===== src/rtl/uc_engine_pq.sv =====
// Per-engine implied-unit-clause queue: unsorted literal slots with a combinational
// min-|lit| selector, push deduplication, complement (conflict) and overflow detection.
module uc_engine_pq #(
  parameter int DEPTH       = 8,
  parameter int LIT_IDX_MAX = 255,
  parameter int LIT_W       = $clog2(LIT_IDX_MAX) + 1,
  localparam int CNT_W      = $clog2(DEPTH) + 1,
  localparam int IDX_W      = $clog2(DEPTH)
) (
  input  logic                    clk,
  input  logic                    rst,
  input  logic                    push_valid,
  input  logic signed [LIT_W-1:0] push_lit,
  input  logic                    pop,
  input  logic                    flush,
  output logic signed [LIT_W-1:0] min_lit,
  output logic                    valid,
  output logic                    empty,
  output logic                    full,
  output logic [CNT_W-1:0]        count,
  output logic                    conflict,
  output logic                    overflow
);

  logic signed [LIT_W-1:0] lit_q [DEPTH];
  logic signed [LIT_W-1:0] lit_d [DEPTH];
  logic [DEPTH-1:0]        vld_q, vld_d, vld_pp;
  logic [CNT_W-1:0]        count_q, count_d;
  logic                    conflict_q, conflict_d;
  logic                    overflow_q, overflow_d;

  logic                    min_found;
  logic [IDX_W-1:0]        min_idx;
  logic [LIT_W-1:0]        min_mag;
  logic                    pop_eff, push_act, dup, comp, free_found, do_write;
  logic [IDX_W-1:0]        free_idx;
  logic signed [LIT_W-1:0] push_neg;

  function automatic logic [LIT_W-1:0] mag(input logic signed [LIT_W-1:0] l);
    return l[LIT_W-1] ? $unsigned(-l) : $unsigned(l);
  endfunction

  // NOTE: every variable written here gets a default before the loop, so no path
  // leaves it unassigned and no latch is inferred.
  always_comb begin
    min_found = 1'b0;
    min_idx   = '0;
    min_mag   = '0;
    for (int i = 0; i < DEPTH; i++) begin
      if (vld_q[i] && (!min_found || mag(lit_q[i]) < min_mag)) begin
        min_found = 1'b1;
        min_idx   = IDX_W'(i);
        min_mag   = mag(lit_q[i]);
      end
    end
  end

  assign pop_eff  = pop && min_found;
  assign push_act = push_valid && (push_lit != '0);
  assign push_neg = -push_lit;

  // Push is classified against the contents left after this cycle's pop.
  always_comb begin
    vld_pp = vld_q;
    if (pop_eff) vld_pp[min_idx] = 1'b0;
    dup        = 1'b0;
    comp       = 1'b0;
    free_found = 1'b0;
    free_idx   = '0;
    for (int i = 0; i < DEPTH; i++) begin
      if (vld_pp[i] && lit_q[i] == push_lit) dup  = 1'b1;
      if (vld_pp[i] && lit_q[i] == push_neg) comp = 1'b1;
      if (!vld_pp[i] && !free_found) begin
        free_found = 1'b1;
        free_idx   = IDX_W'(i);
      end
    end
  end

  assign do_write = push_act && !dup && !comp && free_found;

  always_comb begin
    vld_d      = vld_pp;
    lit_d      = lit_q;
    count_d    = count_q - CNT_W'(pop_eff) + CNT_W'(do_write);
    conflict_d = conflict_q | (push_act && !dup && comp);
    overflow_d = overflow_q | (push_act && !dup && !comp && !free_found);
    if (do_write) begin
      vld_d[free_idx] = 1'b1;
      lit_d[free_idx] = push_lit;
    end
    if (flush) begin
      vld_d      = '0;
      count_d    = '0;
      conflict_d = 1'b0;
      overflow_d = 1'b0;
    end
  end

  // NOTE: state registers use non-blocking '<=' so every flop samples the
  // pre-edge values regardless of statement order.
  always_ff @(posedge clk) begin
    if (rst) begin
      vld_q      <= '0;
      count_q    <= '0;
      conflict_q <= 1'b0;
      overflow_q <= 1'b0;
    end else begin
      vld_q      <= vld_d;
      count_q    <= count_d;
      conflict_q <= conflict_d;
      overflow_q <= overflow_d;
    end
  end

  // NOTE: literal slots are left unreset on purpose; a slot's contents are only
  // ever read through its valid bit, which is reset.
  always_ff @(posedge clk) begin
    lit_q <= lit_d;
  end

  assign min_lit  = min_found ? lit_q[min_idx] : '0;
  assign count    = count_q;
  assign empty    = (count_q == '0);
  assign valid    = !empty;
  assign full     = (count_q == CNT_W'(DEPTH));
  assign conflict = conflict_q;
  assign overflow = overflow_q;

endmodule


===== config.mk =====
export PLATFORM = sky130hd
export DESIGN_NAME = uc_engine_pq
export DESIGN_NICKNAME = d
export VERILOG_FILES = /design/src/rtl/uc_engine_pq.sv
export SDC_FILE = /design/constraint.sdc
export NUM_CORES = 1
export LEC_CHECK = 0
export CAP_MARGIN = 10
export CORE_MARGIN = 10
export CORE_UTILIZATION = 50
export DETAILED_ROUTE_END_ITERATION = 8
export PLACE_DENSITY = 0.67
export SKIP_LAST_GASP = 1
export SLEW_MARGIN = 20
export SYNTH_ARGS = -nofsm -noshare
export SYNTH_HDL_FRONTEND = slang
export SYNTH_SLANG_ARGS = --single-unit
export TNS_END_PERCENT = 10

===== constraint.sdc =====
create_clock -name clk -period 48 [get_ports clk]
set_clock_uncertainty 0.1 [all_clocks]
set_input_delay 12 -clock clk [delete_from_list [all_inputs] [get_ports clk]]
set_output_delay 12 -clock clk [all_outputs]
set_load 0.005 [all_outputs]

# Yosys cells after proc, flatten, opt, wreduce, memory -nomap -nowiden
# Index checks and enable logic that the tools add are counted.
[word_totals]
ff_bits = 86
inputBits = 14
output_inout_bits = 18
elab_cells = 209
[classes]
add_sub_neg = 11
magnitude_cmp = 14
eq_ne = 17
muxes = 74
n_bitwise = 7
reduce_logical = 74
[ops]
columns = ["operator", "n"]
rows = [
  ["$mux 9", 19],
  ["$eq 9x9->1", 16],
  ["$neg 9->9", 9],
  ["$bwmux 72", 1],
  ["$lt 9x9->1", 7],
  ["$logic_and 1x1->1", 40],
  ["$mux 1", 36],
  ["$mux 3", 12],
  ["$bmux 9 s3", 1],
  ["$demux 9 s3", 1],
  ["$logic_not 1->1", 24],
  ["$mux 8", 2],
  ["$reduce_bool 9->1", 1],
  ["$and 8x8->8", 1],
  ["$ge 4x4->1 const B", 2],
  ["$lt 3x4->1 const B", 2],
  ["$not 3->4", 2],
  ["$not 8->8", 1],
  ["$or 8x8->8", 1],
  ["$logic_or 1x1->1", 7],
  ["$demux 1 s3", 2],
  ["$ge 3x1->1 const B", 2],
  ["$add 4x1->4", 1],
  ["$eq 4x4->1 const B", 1],
  ["5 further kinds", 6],
]

# Depth between registers and ports, before layout
[depth]
depth_word = 65
ltp_mapped = 87

# Worst setup path after synthesis
# Ideal clock, no wire load.
[synth_timing]
path_kind = "flip-flop to output port"
start = "register lit_q[54] (netlist bit)"
end = "output port min_lit[0]"
arrival_time_ps = 15659
setup_slack_ps = 20241
stages_incl_launch_ff = 74
n_path_buf = 8
cell_sequence = "edfxtp_1 inv_1 ha_1 nand2_1 or3_1 or4b_2 inv_1 ha_1 a21oi_1 o21ai_0 a211oi_1 nand2b_1 nand2_1 clkbuf_1 and2_1 or2_2 ha_1 a21oi_1 [... 38 more ...] a221o_1 o22a_1 and3_1 a221oi_1 clkbuf_1 nand2_1 o21a_1 ha_1 nand2_1 o311a_1 o21ai_0 o21ai_0 o21ai_0 and3_1 clkbuf_1 nor3b_1 a221oi_1 nor3_1"
[synth_between]
elab_chain_cells = 35
[synth_lines]
columns = ["element", "line_no", "source"]
rows = [
  ["start: declaration", "25", "logic signed [LIT_W-1:0] lit_q [DEPTH];"],
  ["start signal: assignment", "119", "lit_q <= lit_d;"],
  ["$neg 9->9", "40", "return l[LIT_W-1] ? $unsigned(-l) : $unsigned(l);"],
  ["$mux 9", "40", ""],
  ["$lt 9x9->1", "50", "if (vld_q[i] && (!min_found || mag(lit_q[i]) < min_mag)) begin"],
  ["$logic_or 1x1->1", "50", ""],
  ["$logic_and 1x1->1", "50", ""],
  ["$mux 9 / $mux 1 (equally long branches)", "50", ""],
  ["$lt 9x9->1 / $logic_not 1->1 (equally long branches)", "50", ""],
  ["$logic_or 1x1->1", "50", ""],
  ["[... 18 more ...]", "n/a", ""],
  ["$lt 9x9->1 / $logic_not 1->1 (equally long branches)", "50", ""],
  ["$logic_or 1x1->1", "50", ""],
  ["$logic_and 1x1->1", "50", ""],
  ["$mux 3", "50", ""],
  ["$not 3->4 (implied by the code)", "122", "assign min_lit = min_found ? lit_q[min_idx] : '0;"],
  ["$bmux 9 s3", "122", ""],
  ["$mux 9 (implied by the code) (2 in a row)", "122", ""],
  ["$mux 9 *", "122", ""],
  ["end: declaration", "16", "output logic signed [LIT_W-1:0] min_lit,"],
]
# Every way passes the cells marked *; elsewhere a longest branch is shown, timed or not. The select of a mux whose other input is x is not followed.

# Worst setup path after layout
[layout_timing]
start = "register lit_q[54] (netlist bit)"
end = "output port min_lit[2]"
[layout_between]
elab_chain_cells = 35
[layout_lines]
columns = ["element", "line_no"]
rows = [
  ["$neg 9->9", "40"],
  ["$mux 9 *", "40"],
  ["$lt 9x9->1", "50"],
  ["$logic_or 1x1->1", "50"],
  ["$logic_and 1x1->1", "50"],
  ["$mux 9 / $mux 1 (equally long branches)", "50"],
  ["$lt 9x9->1 / $logic_not 1->1 (equally long branches)", "50"],
  ["$logic_or 1x1->1", "50"],
  ["[... 18 more ...]", "n/a"],
  ["$lt 9x9->1 / $logic_not 1->1 (equally long branches)", "50"],
  ["$logic_or 1x1->1", "50"],
  ["$logic_and 1x1->1", "50"],
  ["$mux 3", "50"],
  ["$not 3->4 (implied by the code)", "122"],
  ["$bmux 9 s3", "122"],
  ["$mux 9 (implied by the code) (2 in a row)", "122"],
  ["$mux 9 *", "122"],
]
# Marks and branches as above.

==> flow_summary_export.csv <==
group,metric,value,unit
power_and_ir_drop,power.share.switching,26.4,%
timing,max_freq,32.1,MHz
global_route,antenna_found_initial,0,
job,maxCapViolations,0,
timing,final.setup.tns,0,ps
detailed_routing,wl_met1,13.1,mm
floorplanning,initial_core_util,51.4,%
floorplanning,die_height,157,um
power_and_ir_drop,clkPwrFrac,39.2,%
logic_synthesis,muxShareOfSynthArea,3.46,%
cts,tritoncts,"yes",
floorplanning,io_pins,32,
logic_synthesis,post-synth-top-count-cell,"xnor2_1",
logic_synthesis,synth-edff-count,72,
setup_path,slowest_delay,880,ps
power_and_ir_drop,sequentialPowerShare,42.8,%
power_and_ir_drop,power_leakage,3.54,nW
finish,num_antenna_cells,0,
hold_path,worstHoldPathType,"reg -> reg",
timing,tightest_slew,1030,ps
cts,cts_num_sinks,86,
setup_path,required,35900,ps
logic_synthesis,ys_seq_area_share,26.2,%
logic_synthesis,synth.net_count,1191,
finish,final_layout_size_suffix_gt1_share,5.02,%
global_route,grt_pass1_vias,7845,
logic_synthesis,synthArstFlopShare,0,%
floorplanning,die_w,157,um
detailed_routing,vias_per_cell,6.41,
global_route,global_route.overflow_total,0,
logic_synthesis,synth_ff_type,"edfxtp_1",
timing,hold_violations,0,
floorplanning,die_area,24500,um^2
power_and_ir_drop,power.switching,51.8,uW
timing,setup_viol,0,
detailed_routing,num_vias,8359,
power_and_ir_drop,p_per_area,19.5,nW/um^2
setup_path,startpoint_type,"flip-flop",
detailed_routing,ant_nets,0,
timing,post-route-period-util,64.8,%
global_route,grt_first_pass_wirelength,45.8,mm
detailed_routing,wl_per_cell,22.7,um
logic_synthesis,synth-xor-area-share,18.0,%
logic_synthesis,synthTopCellsByCount,"138 x xnor2_1, 106 x nand2_1, 73 x clkbuf_1",
detailed_routing,route.met2.wl,13.0,mm
power_and_ir_drop,pwr-share-comb,18.1,%
finish,fill_cells,1641,
global_route,grt_use_total,24.1,%
floorplanning,core,18100,um^2
floorplanning,rows,49,
finish,nets,1158,
cts,clockBufferDepth,2,
logic_synthesis,synth_fa_ha_area_share,9.88,%
logic_synthesis,ys_ff_latch,86,
finish,syn_to_final_growth,7.76,%
logic_synthesis,yosysTopAreaCell,"edfxtp_1",
global_route,grt_max_degree,33,
placed_design,gp_congestion,0.929,
detailed_routing,drc,0,
timing,timing.slew.headroom,30.9,%
logic_synthesis,yosysWarningCount,0,
setup_path,cp-end-kind,"primary output",
timing,drv_slew,0,
setup_path,cp_max_fo,22,
logic_synthesis,syn_area,9320,um^2
detailed_routing,route.met3.wl,2.75,mm
cts,clock-root-buffer,"clkbuf_16",
cts,htreeDepth,3,
status,status,"finished clean",
detailed_routing,drt_pass1_iterations,5,
finish,utilization,55.4,%
timing,period_needed,31110,ps
detailed_routing,maxUsedRoutingLayer,"met4",
detailed_routing,drtIter0Drc,887,
cts,cts_resized,0,
placed_design,dp_hpwl,22.3,mm
setup_path,critPathSlowestCell,"nor3b_1",
cts,cts_buffers,9,
logic_synthesis,syn_area_per_cell,8.45,um^2
setup_path,arrival,19010,ps
power_and_ir_drop,p_int,145,uW
logic_synthesis,synth_top_area_share,23.2,%
logic_synthesis,synthTopCellsByArea,"edfxtp_1 23%, xnor2_1 13%, ha_1 9.7%",
placed_design,port_buffers,31,
logic_synthesis,synth_compound_area_share,18.3,%
cts,clkTransAtPathRegs,70,ps
power_and_ir_drop,ir_worst_vdd,0.0242,mV
logic_synthesis,synthSimpleGateAreaFrac,18.5,%
logic_synthesis,synth_cell_types,77,
logic_synthesis,synth_top_family_by_area,"simple AND/OR/NAND/NOR gates",
timing,rsz0062_at_grt,"false",
logic_synthesis,syn-instance-count,1104,
cts,cts_hold_buf,0,
detailed_routing,wirelength,29.7,mm
cts,cts_setup_buffers,0,
cts,clock_latency,350,ps
setup_path,criticalPathCategory,"reg -> out",
worst max-delay path, delay by kind of cell, from the launching register on:
kind	cells	cell delay, ps
AOI/OAI and AO/OA	34	8990
adders and majority gates	8	2270
buffers and inverters	6	1490
DFF	1	480
muxes	1	390
and+or+nand+nor	17	5040
flip-flops by register name, summed over array words and instances, names as in the netlist:
name      count
lit_q        72
vld_q         8
count         4
conflict      1
overflow      1
final timing paths:
check                           slack (ps)  depth (start not counted)       from         end
worst max register to register       28670                         74  lit_q[54]    count[2]
worst min register to register         380                          2   overflow    overflow
worst max-delay path                 16890                         66  lit_q[54]  min_lit[2]
worst min-delay path                   380                          2   overflow    overflow
logic make-up after synthesis:
kind of cell / after synthesis
fa+ha+maj: 73
simple gates: 345
flops: 86
xor+xnor: 192
mux: 32
compound gates: 241
buf+inv: 135
per-stage QoR:
stage / worst slack, ps / cell area (um^2) / total power [mW] / cells / hold slack (ps)
global placement: 17650 / 9710 / 0.120 / 1289 / 364
CTS: 16850 / 10000 / 0.197 / 1305 / 377
global route: 15450 / 10000 / 0.203 / 1305 / 394
detailed placement: 17260 / 9710 / 0.120 / 1289 / 359
finish: 16890 / 10000 / 0.196 / 1305 / 381
floorplan: 20240 / 9320 / 0.108 / 1104 / 352
placed cells by master (no fill, tap or decap), types with 4 or more instances in the layout:
cell type,Yosys,routed
xor2_1,54,54
ha_1,72,72
a22o_1,12,12
a221oi_1,12,12
nand2b_1,19,19
nor3_1,37,37
nand4_1,28,28
edfxtp_1,72,72
a31oi_1,5,5
clkbuf_16,0,9
a21o_1,20,20
nor4_1,16,16
nor2_1,58,58
o31ai_1,16,16
nand2_1,106,106
o21a_1,24,24
clkdlybuf4s50_1,0,31
o21ai_0,57,57
inv_1,43,43
dfxtp_1,14,14
buf_4,1,17
or3_1,10,10
a211oi_1,7,7
xnor2_1,138,138
o211ai_1,4,4
and2_1,7,7
a21oi_1,32,32
nor4b_1,5,5
mux2i_1,30,30
nand3_1,25,25
or4_1,5,5
a211o_1,6,6
and3_1,5,5
nor2b_1,7,7
layer usage:
layer  global-route usage (%)  vias to the layer above
met5                        0                        -
met2                     36.4                      395
met3                     4.00                       57
li1                         -                     3898
met1                     33.8                     4009
met4                     8.54                        0
power by group through the flow:
stage / clock [mW] / combinational, mW / sequential, mW
detailed placement: 0 / 0.0349 / 0.0855
floorplan: 0 / 0.0244 / 0.0838
CTS: 0.0776 / 0.0351 / 0.0839
finish: 0.0769 / 0.0355 / 0.0839
global placement: 0 / 0.0344 / 0.0855
global route: 0.0804 / 0.0386 / 0.0841
cell type report:
class / count / area (um^2) / share of cell area [%]
timing repair buffer: 48 / 438 / 4.36
clock buffer: 10 / 239 / 2.38
clock inverter: 6 / 93.8 / 0.934
inverter: 43 / 161 / 1.61
sequential: 86 / 2440 / 24.3
multi-input combinational: 883 / 6390 / 63.6
tap: 229 / 287 / 2.85
Power figures use the tool's default switching activity.
